--- config.mk ---
export PLATFORM = sky130hd
export DESIGN_NAME = tanh_err_eval
export DESIGN_NICKNAME = d
export VERILOG_FILES = /design/src/rtl/tanh_eval_pkg.sv /design/src/rtl/tanh_ref_lut.sv /design/src/rtl/tanh_err_eval.sv
export SDC_FILE = /design/constraint.sdc
export NUM_CORES = 1
export LEC_CHECK = 0
export CORE_MARGIN = 5
export CORE_UTILIZATION = 60
export CTS_BUF_LIST = sky130_fd_sc_hd__clkbuf_8
export DETAILED_ROUTE_END_ITERATION = 7
export HOLD_SLACK_MARGIN = 0.08
export PLACE_DENSITY = 0.9
export SLEW_MARGIN = 10
export SYNTH_ARGS = -nofsm -noshare
export SYNTH_HDL_FRONTEND = slang
export SYNTH_SLANG_ARGS = --single-unit
--- constraint.sdc ---
create_clock -name clk -period 8 [get_ports clk]
set_input_delay 1.2 -clock clk [delete_from_list [all_inputs] [get_ports clk]]
set_output_delay 1.2 -clock clk [all_outputs]
set_load 0.03 [all_outputs]
--- src/rtl/tanh_eval_pkg.sv ---
// Shared types and constants for the 4-bit tanh approximation error evaluator.
// The exact table is min(15, round(16*tanh(code/4))) for codes 0..15.
package tanh_eval_pkg;

    localparam int CODE_W = 4;
    localparam int SUM_W  = 8;
    localparam int SSUM_W = 9;

    // Enumerators carry an ST_ prefix so they never collide with the SETTLE parameter.
    typedef enum logic [1:0] {
        ST_IDLE,
        ST_SETTLE,
        ST_SAMPLE,
        ST_DONE
    } eval_state_t;

    localparam logic [CODE_W-1:0] EXACT_LUT [16] = '{
        4'd0,  4'd4,  4'd7,  4'd10, 4'd12, 4'd14, 4'd14, 4'd15,
        4'd15, 4'd15, 4'd15, 4'd15, 4'd15, 4'd15, 4'd15, 4'd15
    };

endpackage

--- src/rtl/tanh_ref_lut.sv ---
// Combinational reference: maps a Q2.2 input code to the exact rounded Q0.4 tanh value.
module tanh_ref_lut
    import tanh_eval_pkg::*;
(
    input  logic [CODE_W-1:0] code,
    output logic [CODE_W-1:0] exact
);

    assign exact = EXACT_LUT[code];

endmodule

--- src/rtl/tanh_err_eval.sv ---
// Sweeps all 16 codes through an external tanh approximation and accumulates
// error metrics against the exact table.
module tanh_err_eval
    import tanh_eval_pkg::*;
#(
    parameter int SETTLE = 1
) (
    input  logic                     clk,
    input  logic                     rst_n,
    input  logic                     start,
    output logic [CODE_W-1:0]        dut_in,
    input  logic [CODE_W-1:0]        dut_out,
    output logic                     busy,
    output logic                     done,
    output logic [4:0]               err_cnt,
    output logic [CODE_W-1:0]        max_abs_err,
    output logic [CODE_W-1:0]        worst_in,
    output logic [SUM_W-1:0]         sum_abs_err,
    output logic signed [SSUM_W-1:0] sum_err
);

    localparam logic [3:0] SETTLE_LAST = (SETTLE == 0) ? 4'd0 : 4'(SETTLE - 1);
    // With no settle time the sweep goes straight from one sample to the next.
    localparam eval_state_t AFTER_CODE = (SETTLE == 0) ? ST_SAMPLE : ST_SETTLE;

    eval_state_t       state, next_state;
    logic [CODE_W-1:0] idx;
    logic [3:0]        cnt;
    logic [CODE_W-1:0] exact;
    logic [4:0]        err;
    logic [CODE_W-1:0] abs_err;

    tanh_ref_lut u_ref (
        .code  (idx),
        .exact (exact)
    );

    assign err     = {1'b0, dut_out} - {1'b0, exact};
    assign abs_err = err[4] ? 4'(5'd0 - err) : err[3:0];

    assign dut_in = idx;
    assign busy   = (state == ST_SETTLE) || (state == ST_SAMPLE);
    assign done   = (state == ST_DONE);

    always_ff @(posedge clk or negedge rst_n) begin
        if (!rst_n) begin
            state <= ST_IDLE;
        end else begin
            state <= next_state;
        end
    end

    always_comb begin
        next_state = state;
        case (state)
            ST_IDLE: begin
                if (start) begin
                    next_state = AFTER_CODE;
                end
            end
            ST_SETTLE: begin
                if (cnt == SETTLE_LAST) begin
                    next_state = ST_SAMPLE;
                end
            end
            ST_SAMPLE: begin
                next_state = (idx == 4'hF) ? ST_DONE : AFTER_CODE;
            end
            ST_DONE: begin
                next_state = ST_IDLE;
            end
            default: begin
                next_state = ST_IDLE;
            end
        endcase
    end

    // Sweep index, settle counter and accumulators; results hold outside SAMPLE.
    always_ff @(posedge clk or negedge rst_n) begin
        if (!rst_n) begin
            idx         <= '0;
            cnt         <= '0;
            err_cnt     <= '0;
            max_abs_err <= '0;
            worst_in    <= '0;
            sum_abs_err <= '0;
            sum_err     <= '0;
        end else begin
            case (state)
                ST_IDLE: begin
                    if (start) begin
                        idx         <= '0;
                        cnt         <= '0;
                        err_cnt     <= '0;
                        max_abs_err <= '0;
                        worst_in    <= '0;
                        sum_abs_err <= '0;
                        sum_err     <= '0;
                    end
                end
                ST_SETTLE: begin
                    cnt <= (cnt == SETTLE_LAST) ? 4'd0 : cnt + 4'd1;
                end
                ST_SAMPLE: begin
                    err_cnt     <= err_cnt + {4'd0, (err != 5'd0)};
                    sum_abs_err <= sum_abs_err + {4'd0, abs_err};
                    sum_err     <= sum_err + {{4{err[4]}}, err};
                    if (abs_err > max_abs_err) begin
                        max_abs_err <= abs_err;
                        worst_in    <= idx;
                    end
                    if (idx != 4'hF) begin
                        idx <= idx + 4'd1;
                    end
                end
                default: begin
                end
            endcase
        end
    end

endmodule
## Word level (Yosys, flattened, before mapping)

Memories as Yosys holds them, arrays and structs flattened.
Cells that the tools add are included.

| storage, ports and cells | value |
|---|---|
| flip-flop bits (word level) | 40 |
| memory bits (read-only) | 64 |
| input port bits | 7 |
| word-level logic and storage cells | 61 |
| memories kept | 1 |

Memory list:

| name | depth | bits a word | rd ports | clocked after memory_dff | wr ports | RTL line | RTL |
|---|---|---|---|---|---|---|---|
| (no name shown) | 16 | 4 | 1 | 0 | 0 | tanh_ref_lut.sv:9 | `assign exact = EXACT_LUT[code];` |

| cells by class | value |
|---|---|
| $add $sub $neg | 7 |
| order comparisons | 2 |
| equal/unequal tests | 9 |
| multiplexer cells | 22 |
| bitwise gates (word level) | 1 |
| reduce and logical (&&, ||, !) cells | 11 |

Operator list:

| kind | number |
|---|---|
| 4-bit two-way mux | 8 |
| 4-bit one-hot mux with 2 select lines | 4 |
| 9-bit one-hot mux with 2 select lines | 1 |
| 8-bit one-hot mux with 2 select lines | 1 |
| 5-bit one-hot mux with 2 select lines | 1 |
| 9-bit adder | 1 |
| 9-bit two-way mux | 1 |
| 4-bit by 1-bit adder with 4-bit output (second input constant) | 2 |
| 8-bit by 4-bit adder with 8-bit output | 1 |
| 8-bit two-way mux | 1 |
| 2-bit one-hot mux with 4 select lines | 1 |
| 2-bit two-way mux | 3 |
| 2-bit by 1-bit != test with 1-bit output (second input constant) | 3 |
| 2-bit AND reduction | 3 |
| 3-bit AND reduction | 2 |
| 5-bit by 1-bit adder with 5-bit output | 1 |
| 5-bit greater-or-equal comparator (second input constant) | 1 |
| 5-bit two-way mux | 1 |
| 4-bit NOT with 5-bit output | 1 |
| 5-bit nonzero test | 1 |
| 4-bit by 4-bit subtractor with 5-bit output | 1 |
| 2-bit equality test (second input constant) | 2 |
| 4-bit equality test (second input constant) | 1 |
| 4-bit > comparator | 1 |
| 8 further kinds | 9 |

## Depth between registers and ports, before layout

Gate-level depths: netlist of the first run.

| depth | value |
|---|---|
| depth after elaboration | 10 |
| gate-level depth with buffers | 17 |
| depth with buffers taken out | 17 |

## Cells and area by module

Synthesis of the first run repeated with hierarchy kept, for this count alone.

| second synthesis, totals | value |
|---|---|
| cells, all modules | 273 |
| area, all modules | 2,702.6 um^2 |

Modules (own cells, without submodules):

| module | times used | cells each | area each (um^2) | seq. area each (um^2) |
|---|---|---|---|---|
| tanh_err_eval | 1 | 261 | 2,611.3 | 1,001.0 |
| tanh_ref_lut | 1 | 12 | 91.3 | 0.0 |

## Worst setup path before layout of the first run

No wires, ideal clock.

| timing | value |
|---|---|
| path type | input to register |
| start | in dut_out[0] |
| end | reg worst_in[3] |
| arrival | 3,856 ps |
| slack | 4,023 ps |
| stages | 13 |
| path buffers | 1 |
| cell sequence | inv_1 ha_1 fa_1 xor2_1 inv_2 o311ai_0 xnor2_1 ha_1 a41oi_2 o211ai_1 and3_1 buf_2 a22o_1 |

| between the ends | value |
|---|---|
| cells in the longest elaborated chain, start to end | 6 |

RTL lines:

| item | RTL line | RTL |
|---|---|---|
| start: declaration | tanh_err_eval.sv:12 | `input logic [CODE_W-1:0] dut_out,` |
| 4-bit by 4-bit subtractor with 5-bit output * | tanh_err_eval.sv:38 | `assign err = {1'b0, dut_out} - {1'b0, exact};` |
| 1-bit by 4-bit subtractor with 4-bit output | tanh_err_eval.sv:39 | `assign abs_err = err[4] ? 4'(5'd0 - err) : err[3:0];` |
| 4-bit two-way mux * | tanh_err_eval.sv:39 |  |
| 4-bit > comparator * | tanh_err_eval.sv:108 | `if (abs_err > max_abs_err) begin` |
| 2-bit by 1-bit != test with 1-bit output (no line) * | -- |  |
| 3-bit AND reduction (no line) * | -- |  |
| end signal: assignment | tanh_err_eval.sv:110 | `worst_in <= idx;` |
| end: declaration | tanh_err_eval.sv:17 | `output logic [CODE_W-1:0] worst_in,` |

Mark *: on every way between the ends. The rest lies on a longest branch, timed or not.
A chain may end at the register's enable or synchronous reset.

## Worst setup path after layout of the first run

| timing | value |
|---|---|
| start | in dut_out[0] |
| end | reg max_abs_err[3] |

| between the ends | value |
|---|---|
| cells in the longest elaborated chain, start to end | 6 |
| elaborated cells on any way between the ends | 8 |

RTL lines:

| item | RTL line | RTL |
|---|---|---|
| 4-bit by 4-bit subtractor with 5-bit output * | tanh_err_eval.sv:38 |  |
| 1-bit by 4-bit subtractor with 4-bit output | tanh_err_eval.sv:39 |  |
| 4-bit two-way mux * | tanh_err_eval.sv:39 |  |
| 4-bit > comparator | tanh_err_eval.sv:108 |  |
| 2-bit by 1-bit != test with 1-bit output (no line) | -- |  |
| 3-bit AND reduction (no line) | -- |  |
| end signal: assignment | tanh_err_eval.sv:109 | `max_abs_err <= abs_err;` |
| end: declaration | tanh_err_eval.sv:16 | `output logic [CODE_W-1:0] max_abs_err,` |

Mark *: on every way between the ends. The rest lies on a longest branch, timed or not. The select of a mux whose other input is x is not followed.

==> metrics.md, run 1 <==
| Metric | Value |
|---|---|
| Status | complete, no violations |
| DR vias | 2259 |
| P per Cell Area | 289 nW/um2 |
| DIE AREA | about 6000 um2 |
| CP Data Required Time | 8190 ps |
| Skew final | 9.60 ps |
| Synth area leader | dfrtp_1 |
| Worst path cell trace | clkdlybuf4s50_1 > inv_1 > ha_1 > fa_1 > xor2_1 > inv_2 > o311ai_0 > xnor2_1 > ha_1 > a41oi_2 > o211ai_1 > and3_1 > a22o_1 |
| Post-placement cell count | 367 |
| Class of the worst hold path | flip-flop to flip-flop |
| Post-synth EDFFs | 0 |
| Area grow syn2layout | 21.0% |
| Yosys warns | 0 |
| Clock Tree Buf Depth | 2 |
| Pwr Total | around 940 uW |
| Register area share after synthesis | 0.372 |
| Grt ovf | 0 |
| MaxCap Viol Count | 0 |
| Worst-path clk slew | 80 ps |
| Slew Viols, Final | 0 |
| Cells after synthesis | around 280 |
| Critical Path Start | dut_out[0] |
| Final Wtd Congestion | between 0.8 and 0.9 |
| Initial drt markers | roughly 100 |
| Critical path's largest stage delay | 460 ps |
| Max Clock Freq | 0.225 GHz |
| Share of layout cells above drive strength 1 | 0.0464 |
| Largest net degree at the start of global routing | just over 40 |
| Most common cell after layout, fill and taps aside | clkdlybuf4s50_1 |
| Starting density of the core | 0.619 |
| Most used cell, CP | ha_1 |
| CTS Hold Bufs | 0 |
| Post-synthesis simple-gate area fraction | 0.149 |
| First-pass GRT wire length | 10.5 mm |
| Initial antenna violation count | 0 |
| Compound-Gate Fraction of Synth Area | 0.188 |
| Worst Path Arrival | 4630 ps |
| Worst R2R Start | dut_in[0] |
| Reg2reg setup slack | 3970 ps |
| CTS Buf Count | 5 |
| ANT nets after route | 0 |
| Largest family of logic cells by synthesized area | compound AO/OA/AOI/OAI gates |
| Switching share of power | 0.421 |
| Filler Cells Inserted | about 300 |
| Avg Inst Size Synth | just under 10 um2 |
| Gr usage total | 0.213 |
| Max VDD drop | around 0.00018 V |
| Async set-reset flop share out of synthesis | 1.00 |
| Nets | between 300 and 400 |
| Fin crit period | 4450 ps |
| Xor and xnor fraction of the mapped netlist area | 0.0455 |
| Worst-Skew Late Latency | 300 ps |
| Die Height | ~77 um |
| Post-Syn Nets | 323 |
| Slew at the pin with the worst max-slew slack | 1060 ps |
| Kind of critical path | input port to flip-flop |
| DP HPWL | 4.44 mm |
| Leakage power | approximately 1.5 nW |
| CTS tree | done |
| Setup TNS after final layout | 0 ps |
| Clock Sinks | 40 |
| Mux share of post-synthesis cell area | 0.0135 |
| Seq pwr share | 0.313 |
| Post-CTS sizing | 0 |
| Yosys reg bits | 40 |
| H-tree levels | 2 |
| Cell Count, Final, Fillers Out | 375 |
| Post-layout util | 0.749 |
| Worst-path maximum fanout | 8 |
| Slowest CP cell | clkdlybuf4s50_1 |
| Setup bufs post-CTS | 0 |
| Net switching power figure | between 300 and 400 uW |
| Critical Path Source Type | input port |
| Row cnt | 24 |
| Mapped cell area | about 2700 um2 |
| Post-synth top flop | dfrtp_1 |
| Clk Tree Root Cell | clkbuf_8 |
| Die Wd | around 77 um |
| Power share of the clock group | 0.174 |
| Pre-Repair DR Iteration Count | 4 |
| Count of cell types in the netlist | 47 |
| Port bufs | 42 |
| Logic pwr share | 0.513 |
| Most frequent cells in the layout | clkdlybuf4s50_1, dfrtp_1, ha_1 |
| Vias per cell | roughly 6.0 |
| Dominant cells by area after synthesis | dfrtp_1, ha_1, inv_1 |
| Hold Vio Cnt, Final | 0 |
| Endpoints failing setup | 0 |
| Post-synth top area share | 0.372 |
| Final wirelength | 5.91 mm |
| I/O pin count | 43 |
| Critical path buffers and inverters | 3 |
| Max_slew headroom | 0.282 |
| Vias in the first global route | ~2300 |
| P_int | 545 uW |
| RSZ-0062 raised after global routing | false |
| Part of the cycle the worst path needs | 0.556 |
| N_diodes | 0 |
| CP top delay family | compound AO/OA/AOI/OAI gates |
| Core Region | 4350 um2 |
| Worst setup EP type | flip-flop |
| Residual DRC count | 0 |
| Routed len/inst | 15.8 um |
| Synth Area in Adders | 0.185 |
| Worst Hold Launch | worst_in[0] |
[registers in the layout (all words and copies together), names as in the netlist]
register     cells
cnt              4
dut_in           4
err_cnt          5
max_abs_err      4
state            2
sum_abs_err      8
sum_err          9
worst_in         4
[per-stage QoR]
step / area [um2] / hold WS [ps] / setup WS (ps)
6_report: 3260 / 517 / 3550
5_1_grt: 3260 / 542 / 3330
4_1_cts: 3260 / 519 / 3550
3_5_place_dp: 3150 / 499 / 3250
3_3_place_gp: 3150 / 492 / 3420
2_1_floorplan: 2690 / 475 / 4020
[cell type report]
| cell class | instances | area, um2 | area share |
|---|---|---|---|
| Sequential cell | 40 | 1000 | 0.307 |
| Clock inverter | 3 | 38.8 | 0.0119 |
| Inverter | 29 | 109 | 0.0334 |
| Clock buffer | 5 | 68.8 | 0.0211 |
| Tap cell | 52 | 65.1 | 0.0200 |
| Timing Repair Buffer | 42 | 415 | 0.127 |
| Multi-Input combinational cell | 204 | 1560 | 0.479 |
[synth_stat cells (4+ instances only)]
library cell / number
a211oi_1: 4
xnor2_1: 7
nand4_1: 6
nor3_1: 5
nand2_1: 24
inv_1: 28
a21oi_1: 11
dfrtp_1: 40
ha_1: 35
or4_1: 4
nand3_1: 6
a21o_1: 4
a22o_1: 12
o21ai_0: 15
nand2b_1: 4
a32o_1: 5
nor2_1: 12
nor2b_1: 4
xor2_1: 7
[metal layers]
layer  share of wire  routed length (um)  vias to the layer above  GRT usage
met1            0.43                2520                     1107      0.263
met2            0.52                3070                       45      0.379
met5               0                   0                        -          0
met4           0.012                  73                        0     0.0584
met3           0.041                 241                        8     0.0410
li1                -                   -                     1099          -
[path summary, 6_finish.rpt]
path | end | cells after the start
max in group asynchronous | sum_err[5] | 1
worst max-delay path | max_abs_err[3] | 13
worst max register to register | max_abs_err[3] | 15
worst min-delay path | worst_in[0] | 1
worst min register to register | worst_in[0] | 1
min in group asynchronous | cnt[3] | 1
[power groups by stage]
stage / logic (mW) / clock network, mW / registers [mW]
after global placement: 0.464 / 0 / 0.297
after global routing: 0.526 / 0.175 / 0.303
final: 0.483 / 0.164 / 0.295
after floorplan: 0.231 / 0 / 0.382
after detailed placement: 0.478 / 0 / 0.297
after CTS: 0.484 / 0.166 / 0.294
[cells by family after synthesis]
| family | count (synthesis) |
|---|---|
| AND/OR/NAND/NOR | 78 |
| AO/OA/AOI/OAI | 71 |
| flip-flops | 40 |
| adder cells (fa/ha/maj) | 38 |
| buffers and inverters | 34 |
| XOR/XNOR | 14 |
| multiplexers | 3 |
Power figures use the tool's default switching activity.
==> inputs of run 2 (changes only) <==
Settings changed: CORE_UTILIZATION 60 to 56, PLACE_DENSITY 0.9 to 0.85.
Clock period 8 ns to 4.1 ns, I/O delays scaled along.
==> metrics.md, run 2 (synthesis gave the netlist of run 1 again) <==
| Metric | Value |
|---|---|
| M1 GR Usage | 0.252 (-0.0104) |
| Area grow syn2layout | 22.1% |
| Clock Sinks | 40 (unchanged) |
| N_diodes | 0 (unchanged) |
| Grt ovf | 0 (unchanged) |
| Max Clock Freq | between 0.2 and 0.3 GHz |
| Worst Path Arrival | 4020 ps (-610 ps) |
| Routed len/inst | 15.3 um (-3.2%) |
| Initial antenna violation count | 0 (unchanged) |
| Post-CTS sizing | 0 (unchanged) |
| Net switching power figure | 776 uW (+96%) |
| Die Height | 79.4 um (+3.1%) |
| P per Cell Area | 550 nW/um2 (+91%) |
| Share of layout cells above drive strength 1 | 0.0673 (+0.0208) |
| Fin crit period | 3830 ps |
| DR vias | 2238 (-0.93%) |
| Pre-Repair DR Iteration Count | 5 (+1) |
| Gr usage total | 0.201 (-0.0128) |
| Power share of the clock group | 0.154 (-0.020) |
| Max_slew headroom | 0.409 (+0.127) |
| Port bufs | 42 (unchanged) |
| Worst-path maximum fanout | 8 (unchanged) |
| MaxCap Viol Count | 0 (unchanged) |
| Worst-path clk slew | 80 ps (about the same) |
| Vias per cell | 5.87 (-2.5%) |
| Worst setup EP type | flip-flop |
| CTS Hold Bufs | 0 (unchanged) |
| Most common cell after layout, fill and taps aside | clkdlybuf4s50_1 |
| Area of the multi-input gates | 1570 um2 (+0.56%) |
| Leakage power | 1.50 nW (+0.57%) |
| Part of the cycle the worst path needs | 0.934 |
| Number of flip-flops in the largest register | 9 (unchanged) |
| DP HPWL | 4.35 mm (-2.2%) |
| Row cnt | 25 (+4.2%) |
| Kind of critical path | flip-flop to flip-flop |
| Core Region | 4690 um2 (+7.8%) |
| Class of the worst hold path | input port to async pin |
| Slew at the pin with the worst max-slew slack | 886 ps (-169 ps) |
| DIE AREA | 6300 um2 (+6.2%) |
| Setup TNS after final layout | 0 ps (unchanged) |
| Worst-Skew Late Latency | 300 ps (about the same) |
| Residual DRC count | 0 (unchanged) |
| Initial drt markers | 149 (+43%) |
| Final wirelength | 5.81 mm (-1.7%) |
| Clk Tree Root Cell | clkbuf_8 |
| Most Crowded Layer GR | met2 |
| Status | complete, no violations |
| Most frequent cells in the layout | clkdlybuf4s50_1, dfrtp_1, ha_1 |
| Seq pwr share | 0.317 (+0.004) |
| M3 GR Usage | 0.0465 (+0.00550) |
| CP Data Required Time | 4290 ps (-3900 ps) |
| CP top delay family | compound AO/OA/AOI/OAI gates |
| Worst R2R Start | dut_in[0] |
| Area after DPL | 3190 um2 (+1.0%) |
| Switching share of power | 0.429 (+0.00832) |
| Critical Path Source Type | flip-flop |
| Critical path buffers and inverters | 2 (-1) |
| Vias in the first global route | 2202 (-3.8%) |
| First-pass GRT wire length | 9.92 mm (-5.4%) |
| Filler Cells Inserted | 362 (+20%) |
| Critical Path Start | dut_in[0] |
| Largest registers | sum_err x9, sum_abs_err x8, err_cnt x5 |
| Clock Tree Buf Depth | 2 (unchanged) |
| Die Wd | 79.4 um (+3.1%) |
| RSZ-0062 raised after global routing | false |
| Cell Count, Final, Fillers Out | 381 (+1.6%) |
| Nets | 371 (+1.1%) |
| Cell area after layout | 3290 um2 (+0.88%) |
| I/O pin count | 43 (unchanged) |
| Most used cell, CP | ha_1 |
| Logic pwr share | 0.529 (+0.016) |
| ANT nets after route | 0 (unchanged) |
| Skew final | 4.27 ps (-5.33 ps) |
| Met2 Use GR | 0.339 (-0.0402) |
| Slowest CP cell | dfrtp_2 |
| P_int | 1.03 mW (+89%) |
| Setup bufs post-CTS | 0 (unchanged) |
| Largest net degree at the start of global routing | 41 (unchanged) |
| Critical path's largest stage delay | 420 ps (-40 ps) |
| CTS tree | done |
| Starting density of the core | 0.574 (-0.0445) |
| Slew Viols, Final | 0 (unchanged) |
| FF+latch area | 1000 um2 (+0.12%) |
| H-tree levels | 2 (unchanged) |
| Max VDD drop | 0.000344 V (+92%) |
| CTS Buf Count | 5 (unchanged) |
| Post-placement cell count | 373 (+1.6%) |
| Final Wtd Congestion | 0.942 (+14%) |
| Endpoints failing setup | 0 (unchanged) |
| Hold Vio Cnt, Final | 0 (unchanged) |
| Worst path cell trace | inv_1 > ha_1 > a21oi_1 > o21ai_0 > ha_1 > fa_1 > xor2_1 > inv_2 > o311ai_1 > xnor2_1 > ha_1 > a41oi_2 > o211ai_1 > and3_1 > a22o_1 |
| Reg with most FFs | sum_err |
## run 2: changes by cell type in the layout (fill, tap and decap cells not counted)
cell	delta
dfrtp_1	-1
bufinv_16	-1
a211oi_1	-1
clkinvlp_4	+1
clkinv_2	-1
clkbuf_8	+1
o311ai_1	+1
buf_4	+4
o311ai_0	-1
dfrtp_2	+1
a21oi_2	+1
a21oi_1	-1
a211oi_2	+1
## run 2: worst register-to-register path, stage by stage (launching register included)
cell,delay (ps)
dfrtp_2,420
inv_1,90
ha_1,200
a21oi_1,120
o21ai_0,130
ha_1,230
fa_1,400
xor2_1,280
inv_2,70
o311ai_1,330
xnor2_1,220
ha_1,320
a41oi_2,270
o211ai_1,120
and3_1,270
a22o_1,260
## run 2: path summary, 6_finish.rpt
path,end,slack (ps),depth (start not counted)
max,max_abs_err[1],270,15
min reg2reg,worst_in[2],500,1
max reg2reg,max_abs_err[1],270,15
min,cnt[2],430,1
min in group clk,worst_in[2],500,1
max in group asynchronous,dut_in[0],3060,1
## run 2: final cells by class
| cell class | count | area share |
|---|---|---|
| clock buffers | 6 | 0.0251 |
| multi-input cells | 204 | 0.478 |
| inverters | 29 | 0.0331 |
| repair buffers | 46 | 0.135 |
| clock inverters | 2 | 0.00342 |
| well taps | 54 | 0.0205 |
| flip-flops and latches | 40 | 0.305 |
## run 2: metrics by stage
step	total power, mW	utilization	setup slack [ps]	hold slack, ps
global route	1.94	0.701	27.9	505
finish	1.81	0.701	272	430
floorplan	1.20	-	229	319
CTS	1.81	0.699	122	460
global placement	1.50	0.679	103	487
detailed placement	1.52	0.679	2.26	496
## run 2: power by group through the flow
| stage | logic [mW] | clock network [mW] | registers [mW] |
|---|---|---|---|
| 2_1_floorplan | 0.450 | 0 | 0.746 |
| 3_3_place_gp | 0.924 | 0 | 0.578 |
| 3_5_place_dp | 0.944 | 0 | 0.580 |
| 4_1_cts | 0.951 | 0.284 | 0.574 |
| 5_1_grt | 1.05 | 0.300 | 0.590 |
| 6_report | 0.956 | 0.279 | 0.573 |
## run 2: layer usage
layer  vias up  routed length, um
li1       1098                  -
met1      1066               2560
met3        11                316
met2        63               2840
met5         -                  0
met4         0                 97
==> inputs of run 3 (changes only) <==
Settings changed: CTS_CLUSTER_SIZE set to 30, HOLD_SLACK_MARGIN 0.08 to not set, SKIP_CTS_REPAIR_TIMING set to 1.
==> results of run 3 <==
The final DEF is identical to that of run 2; final timing and power are the same.
